<file path="src/rtl/bcd_time_counter.sv">
// BCD HH:MM:SS time-of-day / countdown counter with built-in one-second prescaler.
// Fields are stepped directly on BCD digit pairs so no non-BCD value can reach the outputs.
module bcd_time_counter #(
  parameter int unsigned TICK_DIV = 50000000,
  parameter bit          MODE_12H = 1'b0
) (
  input  logic       clk_i,
  input  logic       rst_ni,
  input  logic       clear_i,
  input  logic       run_i,
  input  logic       count_down_i,
  input  logic [1:0] adj_sel_i,
  input  logic       adj_up_i,
  input  logic       adj_dn_i,
  output logic [3:0] sec_one_o,
  output logic [3:0] sec_ten_o,
  output logic [3:0] min_one_o,
  output logic [3:0] min_ten_o,
  output logic [3:0] hr_one_o,
  output logic [3:0] hr_ten_o,
  output logic       tick_o,
  output logic       done_o
);

  localparam int unsigned PW     = (TICK_DIV > 1) ? $clog2(TICK_DIV) : 1;
  localparam logic [PW-1:0] PreMax = PW'(TICK_DIV - 1);
  localparam logic [3:0] HrTenRst = MODE_12H ? 4'd1 : 4'd0;
  localparam logic [3:0] HrOneRst = MODE_12H ? 4'd2 : 4'd0;

  logic [PW-1:0] pre_q, pre_d;
  logic [3:0]    sec_one_q, sec_one_d, sec_ten_q, sec_ten_d;
  logic [3:0]    min_one_q, min_one_d, min_ten_q, min_ten_d;
  logic [3:0]    hr_one_q, hr_one_d, hr_ten_q, hr_ten_d;
  logic          tick_q, tick_d, done_q, done_d;

  // Returns {wrap, ten, one} for a 00..59 field.
  function automatic logic [8:0] step_sexa(input logic [3:0] ten, input logic [3:0] one,
                                           input logic dn);
    logic [8:0] r;
    r = {1'b0, ten, one};
    if (!dn) begin
      if (one == 4'd9) begin
        r[3:0] = 4'd0;
        if (ten == 4'd5) begin
          r[7:4] = 4'd0;
          r[8]   = 1'b1;
        end else begin
          r[7:4] = ten + 4'd1;
        end
      end else begin
        r[3:0] = one + 4'd1;
      end
    end else begin
      if (one == 4'd0) begin
        r[3:0] = 4'd9;
        if (ten == 4'd0) begin
          r[7:4] = 4'd5;
          r[8]   = 1'b1;
        end else begin
          r[7:4] = ten - 4'd1;
        end
      end else begin
        r[3:0] = one - 4'd1;
      end
    end
    return r;
  endfunction

  // Hours wrap 00..23, or 01..12 in 12-hour mode.
  function automatic logic [7:0] step_hour(input logic [3:0] ten, input logic [3:0] one,
                                           input logic dn);
    logic [7:0] r;
    r = {ten, one};
    if (!dn) begin
      if (MODE_12H && ten == 4'd1 && one == 4'd2)       r = {4'd0, 4'd1};
      else if (!MODE_12H && ten == 4'd2 && one == 4'd3) r = {4'd0, 4'd0};
      else if (one == 4'd9)                             r = {ten + 4'd1, 4'd0};
      else                                              r = {ten, one + 4'd1};
    end else begin
      if (MODE_12H && ten == 4'd0 && one == 4'd1)       r = {4'd1, 4'd2};
      else if (!MODE_12H && ten == 4'd0 && one == 4'd0) r = {4'd2, 4'd3};
      else if (one == 4'd0)                             r = {ten - 4'd1, 4'd9};
      else                                              r = {ten, one - 4'd1};
    end
    return r;
  endfunction

  logic       tick_edge, adj_ok, hold;
  logic [8:0] sec_t, min_t, sec_a, min_a;
  logic [7:0] hr_t, hr_a;

  always_comb begin
    tick_edge = run_i && (pre_q == PreMax);
    adj_ok    = (adj_sel_i != 2'd0) && (adj_up_i ^ adj_dn_i);
    hold      = done_q && count_down_i;

    sec_t = step_sexa(sec_ten_q, sec_one_q, count_down_i);
    min_t = step_sexa(min_ten_q, min_one_q, count_down_i);
    hr_t  = step_hour(hr_ten_q, hr_one_q, count_down_i);
    sec_a = step_sexa(sec_ten_q, sec_one_q, adj_dn_i);
    min_a = step_sexa(min_ten_q, min_one_q, adj_dn_i);
    hr_a  = step_hour(hr_ten_q, hr_one_q, adj_dn_i);

    pre_d     = pre_q;
    sec_one_d = sec_one_q;
    sec_ten_d = sec_ten_q;
    min_one_d = min_one_q;
    min_ten_d = min_ten_q;
    hr_one_d  = hr_one_q;
    hr_ten_d  = hr_ten_q;
    tick_d    = 1'b0;
    done_d    = done_q;

    if (run_i) pre_d = tick_edge ? '0 : pre_q + 1'b1;

    if (clear_i) begin
      pre_d     = '0;
      sec_one_d = 4'd0;
      sec_ten_d = 4'd0;
      min_one_d = 4'd0;
      min_ten_d = 4'd0;
      hr_one_d  = HrOneRst;
      hr_ten_d  = HrTenRst;
      done_d    = 1'b0;
    end else begin
      if (adj_ok) begin
        // An adjust wins over a coincident tick; the advance is dropped.
        case (adj_sel_i)
          2'd1: begin
            {sec_ten_d, sec_one_d} = sec_a[7:0];
            pre_d = '0;
          end
          2'd2:    {min_ten_d, min_one_d} = min_a[7:0];
          default: {hr_ten_d, hr_one_d} = hr_a;
        endcase
        done_d = 1'b0;
      end else if (tick_edge && !hold) begin
        tick_d = 1'b1;
        {sec_ten_d, sec_one_d} = sec_t[7:0];
        if (sec_t[8]) begin
          {min_ten_d, min_one_d} = min_t[7:0];
          if (min_t[8]) {hr_ten_d, hr_one_d} = hr_t;
        end
        if (count_down_i && !MODE_12H &&
            {hr_ten_d, hr_one_d, min_ten_d, min_one_d, sec_ten_d, sec_one_d} == 24'd0) begin
          done_d = 1'b1;
        end
      end
      if (!count_down_i) done_d = 1'b0;
    end
  end

  always_ff @(posedge clk_i or negedge rst_ni) begin
    if (!rst_ni) begin
      pre_q     <= '0;
      sec_one_q <= 4'd0;
      sec_ten_q <= 4'd0;
      min_one_q <= 4'd0;
      min_ten_q <= 4'd0;
      hr_one_q  <= HrOneRst;
      hr_ten_q  <= HrTenRst;
      tick_q    <= 1'b0;
      done_q    <= 1'b0;
    end else begin
      pre_q     <= pre_d;
      sec_one_q <= sec_one_d;
      sec_ten_q <= sec_ten_d;
      min_one_q <= min_one_d;
      min_ten_q <= min_ten_d;
      hr_one_q  <= hr_one_d;
      hr_ten_q  <= hr_ten_d;
      tick_q    <= tick_d;
      done_q    <= done_d;
    end
  end

  assign sec_one_o = sec_one_q;
  assign sec_ten_o = sec_ten_q;
  assign min_one_o = min_one_q;
  assign min_ten_o = min_ten_q;
  assign hr_one_o  = hr_one_q;
  assign hr_ten_o  = hr_ten_q;
  assign tick_o    = tick_q;
  assign done_o    = done_q;

endmodule

</file>
<file path="config.mk">
export PLATFORM = sky130hd
export DESIGN_NAME = bcd_time_counter
export DESIGN_NICKNAME = d
export VERILOG_FILES = /design/src/rtl/bcd_time_counter.sv
export SDC_FILE = /design/constraint.sdc
export NUM_CORES = 1
export LEC_CHECK = 0
export ABC_AREA = 1
export BUFFER_PORTS_ARGS = -buffer_cell sky130_fd_sc_hd__buf_2
export CORE_MARGIN = 2
export CORE_UTILIZATION = 38
export DETAILED_ROUTE_END_ITERATION = 8
export HOLD_SLACK_MARGIN = 0.05
export PLACE_DENSITY = 0.64
export SLEW_MARGIN = 15
export SYNTH_ARGS = -nofsm -noshare
export SYNTH_HDL_FRONTEND = slang
export SYNTH_SLANG_ARGS = --single-unit
</file>
<file path="constraint.sdc">
create_clock -name clk_i -period 2.7 [get_ports clk_i]
set_input_delay 0.27 -clock clk_i [delete_from_list [all_inputs] [get_ports clk_i]]
set_output_delay 0.27 -clock clk_i [all_outputs]
set_load 0.01 [all_outputs]
</file>
* After elaboration in Yosys (flattened, before gate mapping)
Index checks and enable logic that the tools add are counted.
** Operators by class
- Add/sub/neg operators :: 13
- Multipliers :: 0
- Divide/modulo/power cells :: 0
- Magnitude comparators :: 0
- Equality and inequality tests :: 15
- Shifts and indexed selects :: 0
- Muxes and demuxes :: 81
- Bitwise gates (word level) :: 1
- Reduce and logical (&&, ||, !) cells :: 22
** Operator list (number)
- 4-bit 2-to-1 mux :: 50
- 26-bit 2-to-1 mux :: 5
- 8-bit 2-to-1 mux :: 8
- 26-bit by 1-bit adder with 26-bit output, second input constant :: 1
- 26-bit equality test, second input constant :: 1
- 4-bit by 1-bit adder with 4-bit output, second input constant :: 6
- 24-bit logical NOT :: 1
- 4-bit logical NOT :: 6
- 4-bit by 1-bit subtractor with 4-bit output, second input constant :: 6
- 5-bit 2-to-1 mux :: 4
- 9-bit 2-to-1 mux :: 2
- 4-bit equality test, second input constant :: 3
- 1-bit 2-to-1 mux :: 12
- 4-bit by 2-bit equality test with 1-bit output, second input constant :: 2
- 4-bit by 3-bit equality test with 1-bit output, second input constant :: 2
- 4-bit by 2-bit != test with 1-bit output, second input constant :: 2
- 2-bit AND reduction :: 4
- 1-bit logical AND :: 7
- 3-bit by 2-bit != test with 1-bit output, second input constant :: 2
- 3-bit != test, second input constant :: 1
- 3-bit nonzero test :: 1
- 2-bit by 1-bit equality test with 1-bit output, second input constant :: 1
- 2-bit equality test, second input constant :: 1
- 2-bit nonzero test :: 1
- other kinds (3) :: 3
** Storage, ports and cells
- Flip-flop bits (word level) :: 52
- Latch bits :: 0
- RAM bits :: 0
- ROM bits :: 0
- Output and inout bits :: 26
- Memories kept :: 0

* Depth between registers and ports, before layout
Gate-level depths: netlist of the first run.
- Word-level depth :: 16
- Depth in mapped cells :: 16

* Worst setup path before layout of the first run
No wires, ideal clock.
- Kind :: reg2reg
- Start :: reg hr_one_q[0] (netlist: hr_one_o[0])
- End :: reg done_q (netlist: done_o)
- Arrival :: 1747 ps
- Required time :: 2582 ps
- Slack :: 835 ps
- Stages on the path, launching flop included :: 14
- Path buffers :: 0
- Period minus slack after synthesis :: 1865 ps
- Cell sequence :: dfrtp_1 inv_1 ha_1 nand2_2 inv_1 or2_2 nand3_1 nand3_1 nand2_1 nor2_1 nand2_1 nor2_1 nand2_1 a21oi_2
** On the way
- Word-level cells in the longest chain between the ends :: 13
** RTL lines
- start, declared :: line 33 : logic [3:0] hr_one_q, hr_one_d, hr_ten_q, hr_ten_d;
- start signal, assigned :: line 160 : hr_one_q <= HrOneRst;
- start signal, assigned :: line 170 : hr_one_q <= hr_one_d;
- 4-bit by 1-bit adder with 4-bit output (tied with other cells) :: line 78 : else r = {ten, one + 4'd1};
- 8-bit 2-to-1 mux (tied with other cells) :: line 77 : else if (one == 4'd9) r = {ten + 4'd1, 4'd0};
- 8-bit 2-to-1 mux, on equally long branches
- 8-bit 2-to-1 mux :: line 74 : if (!dn) begin
- 4-bit 2-to-1 mux :: line 142 : if (min_t[8]) {hr_ten_d, hr_one_d} = hr_t;
- 4-bit 2-to-1 mux :: line 140 : if (sec_t[8]) begin
- 4-bit 2-to-1 mux :: line 137 : end else if (tick_edge && !hold) begin
- 4-bit 2-to-1 mux :: line 126 : if (adj_ok) begin
- 4-bit 2-to-1 mux :: line 116 : if (clear_i) begin
- 24-bit logical NOT * :: line 145 : {hr_ten_d, hr_one_d, min_ten_d, min_one_d, sec_ten_d, sec_one_d} == 24'd0) begin
- 1-bit logical AND * :: line 144 : if (count_down_i && !MODE_12H &&
- 4-bit by 2-bit != test with 1-bit output (no line) *
- 2-bit AND reduction (no line) *
- end signal, assigned :: line 173 : done_q <= done_d;
- end, declared :: line 34 : logic tick_q, tick_d, done_q, done_d;
Mark *: on every way between the ends. The rest lies on a longest branch, timed or not. The select of a mux whose other input is x is not followed.
A chain may end at the register's enable or synchronous reset.

* Worst setup path in the final report of the first run
Ends and elaborated chain as after synthesis.

==> summary.txt, run 1 <==
Setup path
  • Worst Path Arrival: 2.53 ns
  • Slowest CP cell: dfrtp_1
  • Worst path buffer plus inverter count: 2
  • Critical Path Start Type: register
  • Critical Path End Type: register
  • Crit path cell chain: inv_1 > ha_1 > nand2_2 > nor2_1 > inv_1 > nand4_1 > nand2_2 > o21ai_1 > nand3_1 > nor2_1 > nand2_1 > a21oi_2
  • Worst path top cell family by delay: simple AND/OR/NAND/NOR gates
  • Setup Crit Path Kind: reg2reg
  • Crit Path Max Fanout: 9
  • WP data required: 2.93 ns
  • Crit-path max cell delay: 0.48 ns

Timing
  • Final-report setup violation count: 0
  • Setup TNS: 0 ns
  • Minimum clock period: 2.30 ns
  • Period Utilization, post-route: 85.1%
  • Max-slew violation count: 0
  • Worst Max-Slew Pin Slew: 0.515 ns
  • Slew HR: 65.7%
  • Worst Setup Slack, final: 0.403 ns
  • Max frequency: 0.435 GHz
  • RSZ-0062 raised after global routing: no
  • WHS: 0.336 ns
  • Final hold violation count: 0
  • Setup Skew: 0.00693 ns

Drt
  • Vias: 4,895
  • Antenna viol nets, final: 0
  • First-pass DRT Iterations: 5
  • WL/cell: 13.9 um
  • Total Wirelength: 12.8 mm
  • Initial DRC count: 442
  • DRC Markers: 0
  • Vias/cell: 5.31

Die
  • IO Pins: 35
  • Core area: 0.0120 sq mm
  • Chip Height: 114 um
  • Row count: 40
  • DIE WIDTH: 114 um
  • Initial Util: 38.7%
  • DIE AREA: 0.0131 sq mm

Logic synthesis
  • Seq/Total Area, Yosys: 28.1%
  • Post-Synth XOR/XNOR Area: 0.945%
  • EDFF count, synth: 0
  • Yosys top cell area share: 28.1%
  • Syn Inst Count: 745
  • Top_reg_cell synth: dfrtp_1
  • Yosys reg bits: 52
  • Post-synthesis cell type count: 47
  • Asr flop ratio synth: 100%
  • Area leader, netlist: dfrtp_1
  • Area of the mapped netlist: 0.00463 sq mm
  • Adder-cell share of the synthesized area: 3.24%
  • Compound-Gate Fraction of Synth Area: 14.3%
  • Post-synthesis mux area share: 0%
  • Largest family of logic cells by synthesized area: simple AND/OR/NAND/NOR gates
  • Syn_area_per_cell: 6.22 sq um
  • Post-synthesis simple-gate area fraction: 44.2%
  • Synth Warn #: 0
  • Area contributors post-synth: dfrtp_1 28%, nand2_1 17%, nand3_1 9.5%
  • Post-synth net total: 766

Clock network
  • Cts bufs inserted: 5
  • H-tree level count: 2
  • Resize count post-CTS: 0
  • Clock Pin Slew Worst Setup and Hold Paths: 0.08 ns
  • CTS Sinks: 52
  • Clk_lat worst skew: 0.30 ns
  • Clock Tree Root: clkbuf_16
  • Clock Path Buffers: 2
  • CTS tree: built
  • Setup Buffers After CTS: 0

Global routing
  • First-pass GRT wire length: 21.6 mm
  • Antenna violations before repair: 0
  • Gr ovfl total: 0
  • Vias in the first global route: 4,416
  • Largest net degree at the start of global routing: 28
  • All-layer global routing usage: 20.4%

Placed design
  • DP Worst Slack: 0.429 ns
  • Routability cong.: 0.882
  • Area post-placement: 0.00492 sq mm
  • # port buffers: 34
  • Post-detail-place hpwl: 9.53 mm

Run
  • Max Cap Viol: 0

Cells and area
  • Layout Nets: 794
  • Share of cells above drive strength 1: 11.8%
  • Number of antenna diodes: 0
  • Area Overhead vs Synth: 9.50%
  • Fillers: 1,259
  • Fin area: 0.00507 sq mm

Run status
  • Status: completed

Power and ir drop
  • PD cells: 564 mW/mm^2
  • VDD IR max: 0.253 mV
  • Lkg Pwr: 0.00245 uW

Hold path
  • Hold Path Class: in2reg
[what timing repair did]
action,CTS,global route
setup endpoints to repair,0,0
hold endpoints to repair,17,0
hold buffers,1,0
[registers in the layout, indices dropped and copies added, names as in the netlist]
register / cells
tick_o: 1
min_ten_o: 4
hr_one_o: 4
hr_ten_o: 4
sec_ten_o: 4
min_one_o: 4
pre_q: 26
done_o: 1
sec_one_o: 4
[area by class of cell]
class,instances,area [sq um],area share [%]
Multi-Input combinational cell,591,2900,57.2
Sequential cell,52,1300,25.6
Inverter,81,307,6.04
Timing Repair Buffer,42,233,4.59
Tap cell,147,184,3.62
Clock buffer,5,125,2.47
Clock inverter,3,22.5,0.444
[worst min-delay path: stages]
cell and delay, ns:
buf_2 0.16, nand3_1 0.09, o21ai_0 0.07
[metrics by stage]
stage | total power, uW | std cells | utilization (%)
floorplan | 1890 | 745 | -
global placement | 2210 | 912 | 41.1
detailed placement | 2200 | 912 | 41.1
CTS | 2880 | 921 | 42.4
global route | 3100 | 921 | 42.4
finish | 2860 | 921 | 42.4
[layout by cell type, fill, tap and decap left out, types with 17 or more instances in the layout]
cell type | Yosys | layout
o21ai_0 | 37 | 37
nand3_1 | 88 | 88
a21oi_1 | 43 | 43
dfrtp_1 | 52 | 52
nand4_1 | 18 | 18
inv_1 | 68 | 68
nor3_1 | 17 | 17
nand2_1 | 212 | 212
nor2_1 | 90 | 90
buf_2 | 9 | 34
[metal layers]
metal  vias up  routed length [um]  GRT usage [%]
met5         -                   0              0
met4         0                 155           4.96
met3        12                 539           2.81
met2       108                5830           32.7
met1      2261                6280           28.9
li1       2514                   -              -
[worst paths after layout]
| path | cells past startpoint | from | slack (ns) | end |
|---|---|---|---|---|
| worst max-delay path | 12 | hr_one_o[0] | 0.40 | done_o |
| max in group asynchronous | 3 | rst_ni | 1.55 | pre_q[17] |
| worst min-delay path | 3 | run_i | 0.34 | pre_q[1] |
| worst max register to register | 12 | hr_one_o[0] | 0.40 | done_o |
| worst min register to register | 1 | pre_q[0] | 0.53 | pre_q[0] |
| min in group asynchronous | 2 | rst_ni | 0.47 | sec_ten_o[2] |
[power breakdown]
part	switching [uW]	internal [uW]	total (uW)
Clock	319	348	668
Sequential	162	851	1010
Combinational	780	399	1180
[cells by family (layout without fill, tap and decap cells)]
kind of cell,count (synthesis),in the layout
buffers and inverters,102,131
XOR/XNOR,5,5
AO/OA/AOI/OAI,116,116
AND/OR/NAND/NOR,458,458
flip-flops,52,52
adder cells (fa/ha/maj),12,12
[synth_stat cells, types with 2 or more instances]
library cell / instances
inv_2: 9
nand4_1: 18
nand2_1: 212
a22oi_1: 8
nor2_4: 6
clkbuf_1: 6
nor2_2: 7
nand3_2: 2
buf_2: 9
ha_1: 12
nor2_1: 90
nand2_2: 6
inv_1: 68
dfrtp_1: 52
clkinv_1: 3
a211oi_1: 2
nand3_1: 88
o21a_1: 2
o21ai_0: 37
nand3b_1: 2
o21ai_1: 7
a31oi_1: 5
a21oi_1: 43
o211ai_1: 2
buf_4: 2
a21boi_0: 2
nor3_2: 2
nand2_4: 4
nor3_1: 17
xor2_1: 4
buf_6: 2
No activity file was read; power rests on OpenSTA's default activity.
==> run 2: changes to the inputs <==
--- a/config.mk
+++ b/config.mk
@@ -8,10 +8,10 @@
 export ABC_AREA = 1
 export BUFFER_PORTS_ARGS = -buffer_cell sky130_fd_sc_hd__buf_2
 export CORE_MARGIN = 2
-export CORE_UTILIZATION = 38
+export CORE_UTILIZATION = 53
 export DETAILED_ROUTE_END_ITERATION = 8
 export HOLD_SLACK_MARGIN = 0.05
-export PLACE_DENSITY = 0.64
+export PLACE_DENSITY = 0.72
 export SLEW_MARGIN = 15
 export SYNTH_ARGS = -nofsm -noshare
 export SYNTH_HDL_FRONTEND = slang
==> summary.txt, run 2 (synthesis gave the netlist of run 1 again) <==
Power and ir drop
  • PD cells: 544 mW/mm^2
  • VDD IR max: 0.287 mV
  • Lkg Pwr: 0.00242 uW

Cells and area
  • Most frequent cells in the layout: 212 x nand2_1, 90 x nor2_1, 88 x nand3_1, 68 x inv_1, 52 x dfrtp_1
  • Fillers: 868
  • Final std cells w/o fill: 882
  • Largest register FFs: 26
  • Most flops, register: pre_q
  • Number of antenna diodes: 0
  • Commonest non-fill, non-tap cell in the layout: nand2_1
  • Share of cells above drive strength 1: 11.9%
  • Area Overhead vs Synth: 7.29%
  • Layout Nets: 794

Drt
  • Total Wirelength: 12.9 mm
  • WL/cell: 14.6 um
  • Initial DRC count: 447
  • Vias: 5,055
  • Antenna viol nets, final: 0
  • DRC Markers: 0
  • Vias/cell: 5.73
  • First-pass DRT Iterations: 6

Setup path
  • R2R depth: 12
  • Crit path cell chain: inv_1 > ha_1 > nand2_2 > nor2_1 > inv_1 > nand4_1 > nand2_2 > o21ai_1 > nand3_1 > nor2_1 > nand2_1 > a21oi_2
  • Setup Crit Path Kind: reg2reg
  • Crit Path Max Fanout: 9
  • Crit-path max cell delay: 0.50 ns
  • Worst Path Arrival: 2.63 ns
  • FF-to-FF setup slack: 0.33 ns
  • Critical Path End Type: register
  • Slowest CP cell: dfrtp_1
  • Critical Path Start Type: register
  • Capturing point of the worst reg2reg path: done_o
  • Crit Reg-Reg Startpoint: hr_one_o[0]
  • WP data required: 2.95 ns

Die
  • Chip Height: 97.5 um
  • IO Pins: 35
  • DIE AREA: 0.00951 sq mm
  • Core area: 0.00859 sq mm
  • Initial Util: 53.9%
  • DIE WIDTH: 97.5 um
  • Row count: 34

Clock network
  • Clock Pin Slew Worst Setup and Hold Paths: 0.11 ns
  • Clock Tree Root: clkbuf_8
  • Setup Buffers After CTS: 0
  • CTS tree: built
  • Resize count post-CTS: 0
  • H-tree level count: 2
  • Clock Path Buffers: 2
  • CTS Sinks: 52
  • Cts hold-fix bufs: 0
  • Cts bufs inserted: 5
  • Clk_lat worst skew: 0.32 ns

Timing
  • Setup TNS: 0 ns
  • Worst Setup Slack, final: 0.328 ns
  • Slew HR: 52.7%
  • Max-slew violation count: 0
  • RSZ-0062 raised after global routing: no
  • Max frequency: 0.422 GHz
  • Minimum clock period: 2.37 ns
  • Worst Max-Slew Pin Slew: 0.709 ns
  • Final-report setup violation count: 0
  • Setup Skew: 0.0172 ns
  • Final hold violation count: 0
  • Period Utilization, post-route: 87.8%

Global routing
  • Met3 usage: 2.66%
  • All-layer global routing usage: 27.1%
  • GR Layer Usage met1: 40.0%
  • Largest net degree at the start of global routing: 53
  • Gr ovfl total: 0
  • Vias in the first global route: 4,548
  • First-pass GRT wire length: 21.6 mm
  • Antenna violations before repair: 0
  • Met2 Use GR: 41.7%
  • Grt peak-use layer: met2

Hold path
  • Hold Path Class: in2async

Placed design
  • Post-detail-place hpwl: 9.44 mm
  • DP Worst Slack: 0.457 ns
  • Routability cong.: 0.914
  • Placed cells: 874
  • # port buffers: 34

Run status
  • Status: completed

Run
  • Max Cap Viol: 0
run 2: cell types whose count changed in the layout (fill, tap and decap cells not counted), sizes merged:
cell,delta
clkinv,-1
dlygate4sd3,-1
buf,+1
clkinvlp,+1
run 2: power breakdown:
group	switching, uW	internal [uW]	total [uW]	leakage (uW)
clock	304	191	496	0.0000463
combinational	798	400	1200	0.00168
sequential	161	851	1010	0.000692
total	1260	1440	2710	0.00242
run 2: cell type report:
class / count / area, sq um / area share (%)
timing repair buffer: 42 / 230 / 4.63
inverter: 81 / 307 / 6.17
tap: 108 / 135 / 2.72
clock buffer: 5 / 68.8 / 1.38
clock inverter: 3 / 27.5 / 0.554
sequential: 52 / 1300 / 26.2
multi-input combinational: 591 / 2900 / 58.4
run 2: how the worst max path moves through the flow:
stage / start / to / slack, ns / depth (start not counted)
2_1_floorplan: hr_one_o[0] / done_o / 0.84 / 13
3_3_place_gp: hr_one_o[0] / done_o / 0.47 / 12
3_5_place_dp: hr_one_o[0] / done_o / 0.46 / 12
4_1_cts: hr_one_o[0] / done_o / 0.42 / 12
5_1_grt: hr_one_o[0] / done_o / 0.18 / 12
6_report: hr_one_o[0] / done_o / 0.33 / 12
run 2: through the flow:
| step | instance area, sq um | utilization [%] | hold WS (ns) | power (uW) |
|---|---|---|---|---|
| floorplan | 4630 | - | -0.0256 | 1890 |
| global placement | 4880 | 56.7 | 0.441 | 2170 |
| detailed placement | 4880 | 56.7 | 0.451 | 2200 |
| CTS | 4970 | 57.9 | 0.0957 | 2700 |
| global route | 4970 | 57.9 | 0.137 | 2920 |
| finish | 4970 | 57.9 | 0.0542 | 2710 |
run 2: metal layers:
metal | routed length, um | part of all wire, %
met3 | 912 | 7.1
met4 | 184 | 1.4
met2 | 5820 | 45
met5 | 0 | 0
met1 | 5940 | 46
run 2: critical path, delay by kind of cell, from the launching register on:
family	cells	cell delay, ns
and+or+nand+nor	7	0.95
DFF	1	0.50
buffers and inverters	2	0.39
AOI/OAI and AO/OA	2	0.27
adders and majority gates	1	0.20
==> run 3: changes to the inputs <==
==> constraint.sdc (replaced) <==
create_clock -name clk_i -period 2.9 [get_ports clk_i]
set_input_delay 0.29 -clock clk_i [delete_from_list [all_inputs] [get_ports clk_i]]
set_output_delay 0.29 -clock clk_i [all_outputs]
set_load 0.01 [all_outputs]
==> summary.txt, run 3 (synthesis gave the netlist of run 1 again) <==
Timing
  • Minimum clock period: 2.18 ns
  • RSZ-0062 raised after global routing: no
  • Period Utilization, post-route: 75.3%
  • WHS: 0.312 ns
  • Setup TNS: 0 ns
  • Slew HR: 65.6%
  • Worst Max-Slew Pin Slew: 0.516 ns
  • Max frequency: 0.458 GHz
  • Max-slew violation count: 0
  • Final-report setup violation count: 0
  • Setup Skew: 0.00482 ns
  • Final hold violation count: 0

Drt
  • Antenna viol nets, final: 0
  • DRC Markers: 0
  • Vias: 5,034
  • WL/cell: 14.2 um
  • Total Wirelength: 12.5 mm
  • Vias/cell: 5.71
  • First-pass DRT Iterations: 5
  • Initial DRC count: 302

Placed design
  • Routability cong.: 0.959
  • # port buffers: 34
  • Post-detail-place hpwl: 9.43 mm

Die
  • DIE WIDTH: 97.5 um
  • IO Pins: 35
  • Row count: 34
  • DIE AREA: 0.00951 sq mm
  • Initial Util: 53.9%
  • Core area: 0.00859 sq mm
  • Chip Height: 97.5 um

Setup path
  • CP most frequent cell: o21ai_0
  • WP data required: 3.14 ns
  • Worst Path Arrival: 2.43 ns
  • Worst path buffer plus inverter count: 1
  • Setup Crit Path Kind: reg2reg
  • Critical Path Start Type: register
  • Crit Path Max Fanout: 15
  • Worst path top cell family by delay: simple AND/OR/NAND/NOR gates
  • Crit path cell chain: ha_1 > nand2_1 > nor2_1 > nand4_1 > o21bai_1 > nand2_4 > o21ai_2 > inv_2 > o21ai_0 > o21ai_0
  • Critical Path End Type: register
  • Crit-path max cell delay: 0.41 ns
  • Slowest CP cell: dfrtp_1
  • FF-to-FF setup slack: 0.72 ns

Power and ir drop
  • Seq pwr share: 37.6%
  • Pint: 1340 uW
  • VDD IR max: 0.285 mV
  • Total power: 2520 uW
  • PD cells: 507 mW/mm^2
  • Lkg Pwr: 0.00241 uW
  • Sw Ratio: 46.7%
  • Logic pwr share: 44.0%
  • Clock network power share: 18.4%
  • Net Switching: 1180 uW

Cells and area
  • Fillers: 835
  • Area Overhead vs Synth: 7.13%
  • Layout Nets: 793
  • Commonest non-fill, non-tap cell in the layout: nand2_1
  • Most flops, register: pre_q
  • Most frequent cells in the layout: 212 x nand2_1, 90 x nor2_1, 88 x nand3_1, 68 x inv_1, 52 x dfrtp_1
  • Largest register FFs: 26
  • Number of antenna diodes: 0
  • Share of cells above drive strength 1: 11.6%

Clock network
  • Clk_lat worst skew: 0.32 ns
  • Clock Path Buffers: 2
  • Cts bufs inserted: 5
  • Clock Tree Root: clkbuf_8
  • CTS tree: built
  • Cts hold-fix bufs: 1
  • CTS Sinks: 52
  • Setup Buffers After CTS: 0
  • H-tree level count: 2
  • Resize count post-CTS: 0
  • Clock Pin Slew Worst Setup and Hold Paths: 0.11 ns

Global routing
  • First-pass GRT wire length: 21.3 mm
  • Vias in the first global route: 4,537
  • Largest net degree at the start of global routing: 38
  • Antenna violations before repair: 0
  • Gr ovfl total: 0
  • All-layer global routing usage: 26.7%

Hold path
  • Hold Path Class: in2reg

Run
  • Max Cap Viol: 0

Run status
  • Status: completed
[run 3: changes by cell type in the layout (fill, tap and decap cells not counted)]
cell           delta
buf_4             -2
clkinv_4          -1
dlygate4sd3_1     +1
inv_6             +2
inv_8             -1
[run 3: metal layers]
| metal | global-route usage, % | vias up | wire length, um |
|---|---|---|---|
| li1 | - | 2516 | - |
| met1 | 37.9 | 2300 | 5720 |
| met2 | 43.6 | 199 | 5790 |
| met3 | 2.95 | 19 | 805 |
| met4 | 6.62 | 0 | 177 |
| met5 | 0 | - | 0 |
[run 3: stage by stage]
step / setup slack, ns / cell area [sq um] / utilization, % / std cells
detailed placement: 0.669 / 4860 / 56.6 / 872
finish: 0.717 / 4960 / 57.8 / 881
global route: 0.482 / 4960 / 57.8 / 881
CTS: 0.720 / 4960 / 57.8 / 881
global placement: 0.688 / 4860 / 56.6 / 872
floorplan: 1.04 / 4630 / - / 745
[run 3: cell type report]
| type | count | area, sq um | area share, % |
|---|---|---|---|
| Multi-Input combinational cell | 591 | 2900 | 58.5 |
| Clock buffer | 5 | 68.8 | 1.39 |
| Tap cell | 108 | 135 | 2.72 |
| Inverter | 81 | 307 | 6.17 |
| Sequential cell | 52 | 1300 | 26.2 |
| Clock inverter | 3 | 25.0 | 0.504 |
| Timing Repair Buffer | 41 | 225 | 4.54 |
[run 3: worst register-to-register path, cell delays in order, from the launching register on]
cell	delay [ns]
dfrtp_1	0.41
ha_1	0.18
nand2_1	0.10
nor2_1	0.23
nand4_1	0.22
o21bai_1	0.28
nand2_4	0.15
o21ai_2	0.08
inv_2	0.22
o21ai_0	0.14
o21ai_0	0.10
[run 3: final timing paths]
check	end	start	cells past startpoint
setup / recovery	sec_one_o[1]	pre_q[0]	10
hold / removal	pre_q[1]	run_i	3
setup reg to reg	sec_one_o[1]	pre_q[0]	10
hold reg to reg	pre_q[21]	pre_q[21]	1
max in group asynchronous	pre_q[10]	rst_ni	3
min in group asynchronous	sec_ten_o[2]	rst_ni	2
[run 3: power by group through the flow]
stage          Clock [uW]  Combinational [uW]  Sequential, uW
3_3_place_gp            0                1080             955
2_1_floorplan           0                 826             936
3_5_place_dp            0                1090             957
4_1_cts               476                1100             943
6_report              463                1110             947
5_1_grt               496                1260             961
